$ cat config.mk
export PLATFORM = sky130hd
export DESIGN_NAME = rll_key_loader
export DESIGN_NICKNAME = d
export VERILOG_FILES = /design/src/rtl/rll_key_pkg.sv /design/src/rtl/rll_key_shadow.sv /design/src/rtl/rll_key_loader.sv
export SDC_FILE = /design/constraint.sdc
export NUM_CORES = 1
export LEC_CHECK = 0
export ABC_AREA = 0
export ABC_CLOCK_PERIOD_IN_PS = 1450
export BUFFER_PORTS_ARGS = -buffer_cell sky130_fd_sc_hd__buf_4
export CAP_MARGIN = 20
export CORE_ASPECT_RATIO = 0.7
export CORE_MARGIN = 5
export CORE_UTILIZATION = 50
export CTS_CLUSTER_DIAMETER = 120
export DETAILED_ROUTE_END_ITERATION = 7
export PLACE_DENSITY = 0.81
export SLEW_MARGIN = 20
export SYNTH_ARGS = -nofsm -noshare
export SYNTH_HDL_FRONTEND = slang
export SYNTH_SLANG_ARGS = --single-unit
$ cat constraint.sdc
create_clock -name clk -period 1.45 [get_ports clk]
set_input_delay 0.29 -clock clk [delete_from_list [all_inputs] [get_ports clk]]
set_output_delay 0.29 -clock clk [all_outputs]
set_load 0.02 [all_outputs]
$ cat src/rtl/rll_key_pkg.sv
`default_nettype none
// ============================================================================
// Module      : rll_key_pkg
// Description : Shared widths, FSM state encoding and the key checksum fold
//               used by the RLL key loader. The checksum is only consumed
//               when RLL_KEY_LOADER_CHECKSUM_EN is defined.
// Revision    : 1.0 - initial release
// ============================================================================
package rll_key_pkg;

    localparam int unsigned RLL_KEY_W      = 32;
    localparam int unsigned RLL_CHUNK_W    = 8;
    // Widest key the checksum fold can handle (8-bit internal bit index).
    localparam int unsigned RLL_FOLD_MAX_W = 256;

    typedef enum logic [2:0] {
        ST_IDLE   = 3'd0,
        ST_LOAD   = 3'd1,
        ST_COMMIT = 3'd2,
        ST_ARMED  = 3'd3,
        ST_CHECK  = 3'd4
    } rll_state_e;

    // XOR-fold the low key_w bits of key into chunk_w bits; bit i of the key
    // lands on bit (i mod chunk_w), which equals XOR of all key chunks.
    function automatic logic [RLL_FOLD_MAX_W-1:0] rll_checksum(
        input logic [RLL_FOLD_MAX_W-1:0] key,
        input int unsigned               key_w,
        input int unsigned               chunk_w
    );
        logic [RLL_FOLD_MAX_W-1:0] fold;
        int unsigned               pos;
        fold = '0;
        for (int unsigned i = 0; i < RLL_FOLD_MAX_W; i++) begin
            if (i < key_w) begin
                pos = i % chunk_w;
                fold[pos[7:0]] = fold[pos[7:0]] ^ key[i[7:0]];
            end
        end
        return fold;
    endfunction

endpackage
`default_nettype wire

$ cat src/rtl/rll_key_shadow.sv
`default_nettype none
// ============================================================================
// Module      : rll_key_shadow
// Description : Shadow key register with per-chunk indexed write and clear,
//               plus the committed key output register. With
//               RLL_KEY_LOADER_CHECKSUM_EN defined it also exposes the XOR
//               fold of the shadow contents.
// Revision    : 1.0 - initial release
// ============================================================================
module rll_key_shadow
    import rll_key_pkg::*;
#(
    parameter  int unsigned KEY_W   = RLL_KEY_W,
    parameter  int unsigned CHUNK_W = RLL_CHUNK_W,
    localparam int unsigned NBEATS  = KEY_W / CHUNK_W,
    localparam int unsigned CNT_W   = $clog2(NBEATS + 1)
) (
    input  logic               clk,
    input  logic               rst,
    input  logic               clear,
    input  logic               wr_en,
    input  logic [CNT_W-1:0]   wr_idx,
    input  logic [CHUNK_W-1:0] wr_data,
    input  logic               commit,
    input  logic               zero_out,
`ifdef RLL_KEY_LOADER_CHECKSUM_EN
    output logic [CHUNK_W-1:0] fold,
`endif
    output logic [KEY_W-1:0]   key_out
);

    logic [KEY_W-1:0] shadow_q, shadow_d;
    logic [KEY_W-1:0] key_out_q, key_out_d;

    // Next shadow: clear wins over a chunk write; only the addressed chunk changes.
    always_comb begin
        shadow_d = shadow_q;
        if (clear) begin
            shadow_d = '0;
        end else if (wr_en) begin
            for (int unsigned c = 0; c < NBEATS; c++) begin
                if (wr_idx == CNT_W'(c)) begin
                    shadow_d[c*CHUNK_W +: CHUNK_W] = wr_data;
                end
            end
        end
    end

    // Next committed key: zeroize clears it, commit copies the whole shadow at once.
    always_comb begin
        key_out_d = key_out_q;
        if (zero_out) begin
            key_out_d = '0;
        end else if (commit) begin
            key_out_d = shadow_q;
        end
    end

    // Shadow and committed key registers.
    always_ff @(posedge clk) begin
        if (rst) begin
            shadow_q  <= '0;
            key_out_q <= '0;
        end else begin
            shadow_q  <= shadow_d;
            key_out_q <= key_out_d;
        end
    end

    assign key_out = key_out_q;

`ifdef RLL_KEY_LOADER_CHECKSUM_EN
    assign fold = CHUNK_W'(rll_checksum(RLL_FOLD_MAX_W'(shadow_q), KEY_W, CHUNK_W));
`endif

endmodule
`default_nettype wire

$ cat src/rtl/rll_key_loader.sv
`default_nettype none
// ============================================================================
// Module      : rll_key_loader
// Description : Assembles a key from CHUNK_W-bit valid/ready beats (LSB chunk
//               first) and commits it atomically to the key bus of an
//               RLL-locked netlist. Reports armed/busy/error status.
//               Optional: RLL_KEY_LOADER_CHECKSUM_EN adds a trailing XOR
//               checksum beat verified in a CHECK state before commit.
//               KEY_W must be an integer multiple of CHUNK_W.
// Revision    : 1.0 - initial release
// ============================================================================
module rll_key_loader
    import rll_key_pkg::*;
#(
    parameter  int unsigned KEY_W   = RLL_KEY_W,
    parameter  int unsigned CHUNK_W = RLL_CHUNK_W
) (
    input  logic               clk,
    input  logic               rst,
    input  logic               load_start,
    input  logic               zeroize,
    input  logic               key_valid,
    input  logic [CHUNK_W-1:0] key_data,
    output logic               key_ready,
    output logic [KEY_W-1:0]   key_out,
    output logic               armed,
    output logic               busy,
    output logic               error
);

    localparam int unsigned NBEATS = KEY_W / CHUNK_W;
    localparam int unsigned CNT_W  = $clog2(NBEATS + 1);

    rll_state_e       state_q, state_d;
    logic [CNT_W-1:0] beat_cnt_q, beat_cnt_d;
    logic             armed_q, armed_d;
    logic             busy_q, busy_d;

    logic             handshake;
    logic             sh_clear;
    logic             sh_wr;
    logic             sh_commit;
    logic             key_zero;

`ifdef RLL_KEY_LOADER_CHECKSUM_EN
    logic [CHUNK_W-1:0] csum_q, csum_d;
    logic               error_q, error_d;
    logic [CHUNK_W-1:0] shadow_fold;
`endif

    // A restart or zeroize in LOAD refuses the beat presented in that cycle.
    assign key_ready = (state_q == ST_LOAD) && !load_start && !zeroize;
    assign handshake = key_valid && key_ready;

    // Next-state and control decode; zeroize overrides every state and load_start.
    always_comb begin
        state_d    = state_q;
        beat_cnt_d = beat_cnt_q;
        armed_d    = armed_q;
        sh_clear   = 1'b0;
        sh_wr      = 1'b0;
        sh_commit  = 1'b0;
        key_zero   = 1'b0;
`ifdef RLL_KEY_LOADER_CHECKSUM_EN
        csum_d     = csum_q;
        error_d    = error_q;
`endif
        if (zeroize) begin
            state_d    = ST_IDLE;
            beat_cnt_d = '0;
            armed_d    = 1'b0;
            sh_clear   = 1'b1;
            key_zero   = 1'b1;
`ifdef RLL_KEY_LOADER_CHECKSUM_EN
            error_d    = 1'b0;
`endif
        end else begin
            case (state_q)
                ST_IDLE, ST_ARMED: begin
                    if (load_start) begin
                        state_d    = ST_LOAD;
                        beat_cnt_d = '0;
                        sh_clear   = 1'b1;
`ifdef RLL_KEY_LOADER_CHECKSUM_EN
                        error_d    = 1'b0;
`endif
                    end
                end
                ST_LOAD: begin
                    if (load_start) begin
                        beat_cnt_d = '0;
                        sh_clear   = 1'b1;
`ifdef RLL_KEY_LOADER_CHECKSUM_EN
                        error_d    = 1'b0;
`endif
                    end else if (handshake) begin
                        if (beat_cnt_q < CNT_W'(NBEATS)) begin
                            sh_wr      = 1'b1;
                            beat_cnt_d = beat_cnt_q + CNT_W'(1);
`ifndef RLL_KEY_LOADER_CHECKSUM_EN
                            if (beat_cnt_q == CNT_W'(NBEATS - 1)) begin
                                state_d = ST_COMMIT;
                            end
`endif
                        end
`ifdef RLL_KEY_LOADER_CHECKSUM_EN
                        else begin
                            // Trailing beat after the full key is the checksum.
                            csum_d  = key_data;
                            state_d = ST_CHECK;
                        end
`endif
                    end
                end
`ifdef RLL_KEY_LOADER_CHECKSUM_EN
                ST_CHECK: begin
                    if (shadow_fold == csum_q) begin
                        state_d = ST_COMMIT;
                    end else begin
                        error_d  = 1'b1;
                        sh_clear = 1'b1;
                        state_d  = armed_q ? ST_ARMED : ST_IDLE;
                    end
                end
`endif
                ST_COMMIT: begin
                    sh_commit = 1'b1;
                    armed_d   = 1'b1;
                    state_d   = ST_ARMED;
                end
                default: begin
                    state_d = ST_IDLE;
                end
            endcase
        end
        busy_d = (state_d == ST_LOAD) || (state_d == ST_COMMIT) || (state_d == ST_CHECK);
    end

    // Single FSM register bank; status outputs are registered alongside the state.
    always_ff @(posedge clk) begin
        if (rst) begin
            state_q    <= ST_IDLE;
            beat_cnt_q <= '0;
            armed_q    <= 1'b0;
            busy_q     <= 1'b0;
`ifdef RLL_KEY_LOADER_CHECKSUM_EN
            csum_q     <= '0;
            error_q    <= 1'b0;
`endif
        end else begin
            state_q    <= state_d;
            beat_cnt_q <= beat_cnt_d;
            armed_q    <= armed_d;
            busy_q     <= busy_d;
`ifdef RLL_KEY_LOADER_CHECKSUM_EN
            csum_q     <= csum_d;
            error_q    <= error_d;
`endif
        end
    end

    rll_key_shadow #(
        .KEY_W   (KEY_W),
        .CHUNK_W (CHUNK_W)
    ) u_shadow (
        .clk      (clk),
        .rst      (rst),
        .clear    (sh_clear),
        .wr_en    (sh_wr),
        .wr_idx   (beat_cnt_q),
        .wr_data  (key_data),
        .commit   (sh_commit),
        .zero_out (key_zero),
`ifdef RLL_KEY_LOADER_CHECKSUM_EN
        .fold     (shadow_fold),
`endif
        .key_out  (key_out)
    );

    assign armed = armed_q;
    assign busy  = busy_q;

`ifdef RLL_KEY_LOADER_CHECKSUM_EN
    assign error = error_q;
`else
    assign error = 1'b0;
`endif

endmodule
`default_nettype wire

==> run summary, run 1 <==
count leader, synth = dfxtp_1
cell taking the most area after synthesis = dfxtp_1
First-pass DRT Iterations = 4
CTS H-tree lvls = 3
fillcell total = 413
Nets = 405
combinational family with the most area after synthesis = compound AO/OA/AOI/OAI gates
CTS Hold Bufs = 0
YS warnings = 0
Final WS setup = -0.1235 ns
routed len/inst = 17.04 µm
Final min period = 1.574 ns
PwrDens = 1057 mW/mm²
simple-gate share of the synthesized area = 14.43%
violated checks = setup timing
top cells by area, synth = dfxtp_1 (49%), mux2i_1 (12%), o211ai_1 (11%)
LEAKAGE = 1.663 nW
die height = 74.15 µm
initial antenna violation count = 0
TritonCTS clock tree = built
mean area per synthesized cell = 9.272 µm²
asr flop ratio synth = 0%
final setup skew = 0.01017 ns
register bit total from synthesis = 72
gr ovfl total = 0
first-pass GRT wire length = 12.81 mm
status = complete, but fails checks
unrepaired setup endpoints after global routing = yes
maximum clock rate = 635.5 MHz
Hold Vio Cnt, Final = 0
Primary FF master, synth = dfxtp_1
cell count after synthesis = 317
worst-path fanout max = 2
Final Max Tran Viols = 0
Synth Area in Compound Gates = 17.79%
Mapped Area = 0.002939 mm²
design area = 0.003993 mm²
Final period util = 108.5%
initial core utilization = 51.32%
clock root cell = clkbuf_8
mux contribution to synthesized area = 11.58%
max cap viols = 0
antenna fix cells = 0
crit path DAT = 1.28 ns
Via density = 5.621
Reg clk slew, reported paths = 0.08 ns
top cells by count, synth = dfxtp_1 (72), nand2_1 (68), o211ai_1 (42), mux2i_1 (34), a21oi_1 (32)
CORE AREA = 0.005727 mm²
hpwl dp = 5.122 mm
Total GRT Usage = 21.81%
WS Path Type = register to output port
Clock Sinks = 72
Place WS = -0.06779 ns
Die Footprint = 0.007536 mm²
Synth Area in XOR/XNOR = 0%
VDD IR max = 0.7336 mV
Clock Path Buffers = 2
DRC violations left = 0
vias post-DR = 2625
Synth cell types = 31
largest net degree at the start of global routing = 23
Top-Level Pins = 49
DP Area = 0.003617 mm²
Routability Congestion = 0.7882
IO Port Bufs = 47
Routed Antenna Nets = 0
Final Setup Violations = 38
register area share after synthesis = 49.04%
row cnt = 23
worst path required time = 1.16 ns
Critical Path Sink Type = output port
vias in the first global route = 2574
Post-Synth Adder-Cell Area = 2.129%
Layout area overhead = 35.85%
cts bufs inserted = 9
top-area cell type share of the netlist area = 49.04%
Startpoint Class = register
share of layout cells above drive strength 1 = 29.85%
final WL = 7.960 mm
Post-synth EDFFs = 0
worst skew pair latency = 0.35 ns
die span in x = 101.6 µm
Hold WC Path Type = input pin to register
DR iter-0 viols = 157
## registers in the layout (all words and copies together) (netlist names)
| register | count |
|---|---|
| u_shadow.shadow_q | 32 |
| u_shadow.key_out | 32 |
| beat_cnt_q | 3 |
| busy | 1 |
| armed | 1 |
| state_q | 3 |
## layout make-up
| cell class | count | area [µm²] | share of cell area (%) |
|---|---|---|---|
| clock inverters | 4 | 98.84 | 2.476 |
| multi-input cells | 212 | 1378 | 34.50 |
| inverters | 5 | 18.77 | 0.4701 |
| flip-flops and latches | 72 | 1450 | 36.32 |
| clock buffers | 12 | 165.2 | 4.137 |
| repair buffers | 87 | 788.3 | 19.74 |
| well taps | 75 | 93.84 | 2.350 |
## worst paths after layout
path / from / endpoint / slack [ns] / cells after the start
worst max-delay path: state_q[2] / key_ready / -0.12 / 4
worst min-delay path: rst / beat_cnt_q[0] / 0.27 / 4
worst max register to register: state_q[2] / u_shadow.key_out[16] / -0.11 / 6
worst min register to register: u_shadow.shadow_q[24] / u_shadow.key_out[24] / 0.46 / 2
## through the flow
step / util, % / setup TNS (ns) / hold WS (ns) / power [mW] / std cells
6_report: 69.72 / -1.721 / 0.2703 / 4.221 / 467
3_3_place_gp: 63.16 / -0.1836 / 0.4434 / 2.204 / 444
2_1_floorplan: - / 0 / 0.4222 / 2.110 / 318
4_1_cts: 69.24 / -0.4915 / 0.2646 / 4.226 / 465
3_5_place_dp: 63.16 / -0.7727 / 0.4495 / 2.209 / 444
5_1_grt: 69.72 / -3.976 / 0.2673 / 4.349 / 467
## report_power, final
| part | leakage [nW] | switching (mW) | internal, mW |
|---|---|---|---|
| combinational | 0.948 | 0.115 | 0.0882 |
| clock | 0.133 | 0.750 | 1.29 |
| sequential | 0.582 | 0.00357 | 1.98 |
## worst max-delay path, stage by stage, from the launching register on
cell     delay [ns]
dfxtp_4        0.36
nor4_4         0.20
buf_4          0.15
and2_4         0.13
buf_6          0.10
## cell usage in the layout, fill, tap and decap left out, types with 2 or more instances in the layout
cell	n
nand4_2	3
nor2_1	4
o21ai_0	2
ha_1	5
o211ai_1	42
nand4_1	2
a21oi_1	32
dfxtp_4	2
buf_6	4
nand2_1	68
buf_12	9
clkbuf_8	12
buf_4	72
bufinv_16	3
mux2i_1	34
conb_1	2
dfxtp_1	69
inv_1	5
## repair_timing
item,4_1_cts,5_1_grt
gates cloned,0,1
buffers inserted,5,1
resized for setup,13,5
pin swaps,4,1
endpoints found under the setup margin,31,47
## routing by layer
metal	track usage, %	routed length [µm]
met3	6.935	660
met4	6.637	118
met5	0	0
met2	33.77	3649
met1	29.37	3531
## cell families (layout without fill, tap and decap cells)
group           after synthesis  in the layout
buf+inv                      34            108
compound gates               81             81
mux                          34             34
simple gates                 90             90
fa+ha+maj                     5              5
other cells                   1              2
flops                        72             72
No activity file was read; power rests on OpenSTA's default activity.
==> run 2: changes to the inputs <==
CTS_BUF_LIST = sky130_fd_sc_hd__clkbuf_4   (was not set)
==> run 2 against run 1 <==
Effect of this change:
- the flow still finishes with violations (setup timing)
- worst hold slack got worse by 0.070 ns
- largest cell class unchanged
- combinational power about the same
- global-route usage decreased by 0.42 points
==> run summary, run 2 (synthesized netlist as in run 1, its figures left out) <==
Layout area overhead = 32.65%
CORE AREA = 0.005727 mm²
Total GRT Usage = 21.39%
Via density = 5.592
WHS Endpoint = beat_cnt_q[0]
Hold WC Path Type = input pin to register
post-route insts no fill = 466
Routability Congestion = 0.7882
die height = 74.15 µm
initial antenna violation count = 0
fillcell total = 441
unrepaired setup endpoints after global routing = yes
final WL = 7.463 mm
Nets = 404
Hold Vio Cnt, Final = 0
worst skew pair latency = 0.41 ns
Startpoint Class = register
final setup TNS = -1.225 ns
worst-path fanout max = 2
DRC violations left = 0
Final WS setup = -0.1995 ns
die span in x = 101.6 µm
row cnt = 23
First-pass DRT Iterations = 4
Reg clk slew, reported paths = 0.12 ns
crit path DAT = 1.36 ns
RR Endpoint = u_shadow.shadow_q[31]
largest net degree at the start of global routing = 23
TritonCTS clock tree = built
final setup skew = 0.01324 ns
Clock Path Buffers = 2
Routed Antenna Nets = 0
share of layout cells above drive strength 1 = 28.90%
R2R Setup Slk = -0.07 ns
Critical Path Sink Type = output port
Place WS = -0.06779 ns
Placed Cells = 444
max cap viols = 0
Hold Path Origin = rst
clock root cell = clkbuf_4
DR iter-0 viols = 149
IO Port Bufs = 47
routed len/inst = 16.02 µm
vias post-DR = 2606
worst path required time = 1.16 ns
maximum clock rate = 606.2 MHz
commonest cells after routing, fill and taps aside = buf_4 (72), dfxtp_1 (69), nand2_1 (68), o211ai_1 (42), mux2i_1 (34)
Final Setup Violations = 39
commonest non-fill, non-tap cell in the layout = buf_4
hpwl dp = 5.122 mm
vias in the first global route = 2547
cts bufs inserted = 9
Tot Pwr = 3.730 mW
antenna fix cells = 0
Die Footprint = 0.007536 mm²
Final period util = 113.8%
initial core utilization = 51.32%
Final min period = 1.650 ns
Final Max Tran Viols = 0
CTS H-tree lvls = 3
cells on worst reg2reg path = 6
reg-to-reg critical path startpoint = state_q[2]
Top-Level Pins = 49
Clock Sinks = 72
status = complete, but fails checks
Worst Hold Depth = 4
PwrDens = 956.6 mW/mm²
LEAKAGE = 1.618 nW
first-pass GRT wire length = 12.61 mm
VDD IR max = 0.7161 mV
violated checks = setup timing
gr ovfl total = 0
WS Path Type = register to output port
## run 2: layout make-up
class | count | area [µm²] | share of cell area [%]
sequential | 72 | 1450 | 37.20
inverter | 5 | 18.77 | 0.4814
tap | 75 | 93.84 | 2.407
clock inverter | 7 | 110.1 | 2.824
timing repair buffer | 86 | 780.7 | 20.03
multi-input combinational | 212 | 1378 | 35.33
clock buffer | 9 | 67.56 | 1.733
## run 2: repair_timing
action | in CTS | in global routing
hold buffers | 0 | 0
setup endpoints to repair | 45 | 53
setup buffers | 5 | 1
hold endpoints to repair | 0 | 0
resized for setup | 14 | 3
pin swaps | 3 | 2
## run 2: worst max path at each step
| stage | start | end | slack [ns] |
|---|---|---|---|
| 4_1_cts | state_q[1] | key_ready | -0.23 |
| 2_1_floorplan | state_q[2] | u_shadow.shadow_q[24] | 0.04 |
| 6_report | state_q[2] | key_ready | -0.20 |
| 3_3_place_gp | zeroize | u_shadow.shadow_q[24] | -0.03 |
| 5_1_grt | state_q[2] | key_ready | -0.27 |
| 3_5_place_dp | zeroize | u_shadow.shadow_q[30] | -0.07 |
## run 2: power by group
| part | switching, mW | internal, mW |
|---|---|---|
| sequential | 0.00340 | 1.98 |
| clock | 0.688 | 0.860 |
| combinational | 0.113 | 0.0882 |
## run 2: layer usage
layer	up-vias	track usage [%]	wire, µm
met5	-	0	0
met4	0	5.752	110
met3	13	6.748	477
met2	88	32.32	3371
met1	1243	29.80	3504
li1	1262	-	-
## run 2: critical path, stage by stage (launching register included)
cell	delay (ns)
dfxtp_4	0.37
nor4_4	0.20
buf_4	0.15
and2_4	0.13
buf_6	0.10
## run 2: stage by stage
stage                     cell area [µm²]  util [%]  hold slack [ns]
after CTS                            3882     67.80           0.1816
after detailed placement             3617     63.16           0.4495
final                                3899     68.08           0.2004
after floorplan                      2943         -           0.4222
after global placement               3617     63.16           0.4434
after global routing                 3899     68.08           0.1755
==> run 3: changes to the inputs <==
ABC_AREA = 1   (was 0)
PLACE_DENSITY = 0.82   (was 0.81)
==> run 3 against run 2 <==
Effect of this change:
- the flow still finishes with violations (setup timing)
- global-route usage fell by 2.6 points
- fmax rose by 8.9%
- combinational power fell by 29%
- largest power group unchanged
- power rose by 0.93%
- worst hold slack got worse by 0.15 ns
- largest cell class unchanged
- critical endpoint is now beat_cnt_q[1]
- first-iteration DRC count rose by 48%
- synthesized cell count rose by 7.9%
- wire length fell by 10%
- flip-flop and latch count did not move
- synthesized area fell by 8.4%
- worst setup slack improved by 0.13 ns
==> run summary, run 3 <==
status = complete, but fails checks
violated checks = setup timing
Final Setup Violations = 11
design area = 0.003601 mm²
Clock Path Buffers = 2
cell taking the most area after synthesis = dfxtp_1
Hold Path Origin = rst
final setup TNS = -0.2837 ns
fillcell total = 431
vias post-DR = 2506
Internal = 2.937 mW
Startpoint Class = register
Routed Antenna Nets = 0
cells on worst reg2reg path = 9
Final min period = 1.515 ns
First-pass DRT Iterations = 4
CTS H-tree lvls = 3
top cells by area, synth = dfxtp_1 (54%), nor2_1 (12%), o21ai_0 (7.6%)
commonest non-fill, non-tap cell in the layout = nor2_1
Hold WC Path Type = input pin to register
register bit total from synthesis = 72
commonest cells after routing, fill and taps aside = nor2_1 (77), dfxtp_1 (67), buf_4 (65), o21ai_0 (40), nand2_1 (35)
initial core utilization = 51.48%
CORE AREA = 0.005230 mm²
WHS = 0.04671 ns
worst-path fanout max = 7
FF/Latch Area = 0.001448 mm²
Reg clk slew, reported paths = 0.11 ns
asr flop ratio synth = 0%
Clock Sinks = 72
share of layout cells above drive strength 1 = 31.39%
Final Max Tran Viols = 0
worst skew pair latency = 0.42 ns
die height = 71.40 µm
Via density = 5.188
LEAKAGE = 1.552 nW
WS Path Type = register to register
hpwl dp = 4.360 mm
cts bufs inserted = 9
vias in the first global route = 2363
crit path DAT = 1.86 ns
final setup skew = 0.01395 ns
Synth cell types = 24
Critical Path Sink Type = register
TritonCTS clock tree = built
DR iter-0 viols = 220
register area share after synthesis = 53.53%
worst path required time = 1.80 ns
top-area cell type share of the netlist area = 53.53%
top cells by count, synth = nor2_1 (84), dfxtp_1 (72), o21ai_0 (41), nand2_1 (38), a21oi_1 (29)
R2R Setup Slk = -0.06 ns
PwrDens = 1045 mW/mm²
gr ovfl total = 0
YS warnings = 0
Post-Synth Adder-Cell Area = 2.323%
combinational family with the most area after synthesis = simple AND/OR/NAND/NOR gates
mean area per synthesized cell = 7.873 µm²
Layout area overhead = 33.74%
reg-to-reg critical path startpoint = state_q[2]
VDD IR max = 0.7398 mV
Util after Layout = 68.85%
Worst Hold Depth = 2
Comb power frac = 3.8%
CTS Hold Bufs = 0
Die Footprint = 0.006976 mm²
count leader, synth = nor2_1
part of the power in registers = 52.8%
Routability Congestion = 0.8474
maximum clock rate = 660.1 MHz
Hold Vio Cnt, Final = 0
routed len/inst = 13.84 µm
Placed Cells = 460
mux contribution to synthesized area = 0%
cell count after synthesis = 342
final WL = 6.685 mm
WHS Endpoint = state_q[1]
IO Port Bufs = 47
Total GRT Usage = 18.82%
row cnt = 22
Place WS = -0.03438 ns
first-pass GRT wire length = 10.73 mm
antenna fix cells = 0
Nets = 424
clock root cell = clkbuf_4
unrepaired setup endpoints after global routing = yes
Final period util = 104.5%
Sw Ratio = 21.99%
largest net degree at the start of global routing = 33
Final WS setup = -0.06491 ns
die span in x = 97.71 µm
simple-gate share of the synthesized area = 24.21%
Synth Area in XOR/XNOR = 0%
Synth Area in Compound Gates = 14.17%
max cap viols = 0
RR Endpoint = beat_cnt_q[1]
Primary FF master, synth = dfxtp_1
Multi-input gate area = 0.001256 mm²
Post-synth EDFFs = 0
Top-Level Pins = 49
initial antenna violation count = 0
post-route insts no fill = 483
DRC violations left = 0
P_sw = 827.6 µW
Mapped Area = 0.002693 mm²
DP Area = 0.003173 mm²
power share of the clock group = 43.4%
Tot Pwr = 3.764 mW
## run 3: changes by cell type in the layout (fill, tap and decap cells not counted), moves of 16 or more
cell / change
nor2_1: +73
nand3_1: +23
o211ai_1: -41
nand2_1: -33
a21oi_1: -16
mux2i_1: -34
o21ai_0: +38
## run 3: cell families (layout without fill, tap and decap cells)
group,count (synthesis),in the layout
AO/OA/AOI/OAI,74,74
adder cells (fa/ha/maj),5,5
buffers and inverters,33,101
flip-flops,72,72
other,1,2
AND/OR/NAND/NOR,157,157
## run 3: worst max path at each step
stage	slack, ns	end	cells past startpoint	start
after floorplan	0.04	u_shadow.shadow_q[24]	8	beat_cnt_q[0]
after global placement	0.03	u_shadow.shadow_q[27]	9	beat_cnt_q[0]
after detailed placement	-0.03	u_shadow.shadow_q[29]	9	beat_cnt_q[0]
after CTS	-0.11	key_ready	4	state_q[1]
after global routing	-0.15	beat_cnt_q[1]	9	state_q[2]
final	-0.06	beat_cnt_q[1]	9	state_q[2]
## run 3: layer usage
metal | part of all wire [%] | wire [µm] | vias up | GRT usage, %
met5 | 0 | 0 | - | 0
met4 | 1.7 | 116 | 0 | 7.527
met3 | 7.8 | 519 | 14 | 6.809
met2 | 46 | 3084 | 85 | 30.37
met1 | 44 | 2964 | 1161 | 23.12
li1 | - | - | 1246 | -
## run 3: cell type report
type	count	share of cell area [%]
Timing Repair Buffer	71	15.36
Inverter	14	1.772
Sequential cell	72	40.20
Tap cell	72	2.502
Clock buffer	10	2.085
Clock inverter	6	3.197
Multi-Input combinational cell	238	34.89
## run 3: timing repair
action / CTS / global route
setup buffers: 4 / 1
pin swaps: 7 / 16
cloned: 1 / 1
gates resized for setup: 13 / 41
endpoints found under the setup margin: 9 / 64
## run 3: critical path, stage by stage, from the launching register on
cell	delay (ns)
dfxtp_2	0.35
nor2_4	0.13
nand3_4	0.09
nor2_4	0.11
buf_4	0.14
nand3_4	0.09
inv_8	0.11
buf_4	0.14
nand4_1	0.13
a21oi_2	0.16
## run 3: power by group through the flow
stage | clock, mW | combinational [mW] | sequential [mW]
after floorplan | 0 | 0.0542 | 2.03
after global placement | 0 | 0.120 | 2.03
after detailed placement | 0 | 0.122 | 2.03
after CTS | 1.66 | 0.127 | 1.99
after global routing | 1.75 | 0.153 | 1.99
final | 1.63 | 0.143 | 1.99
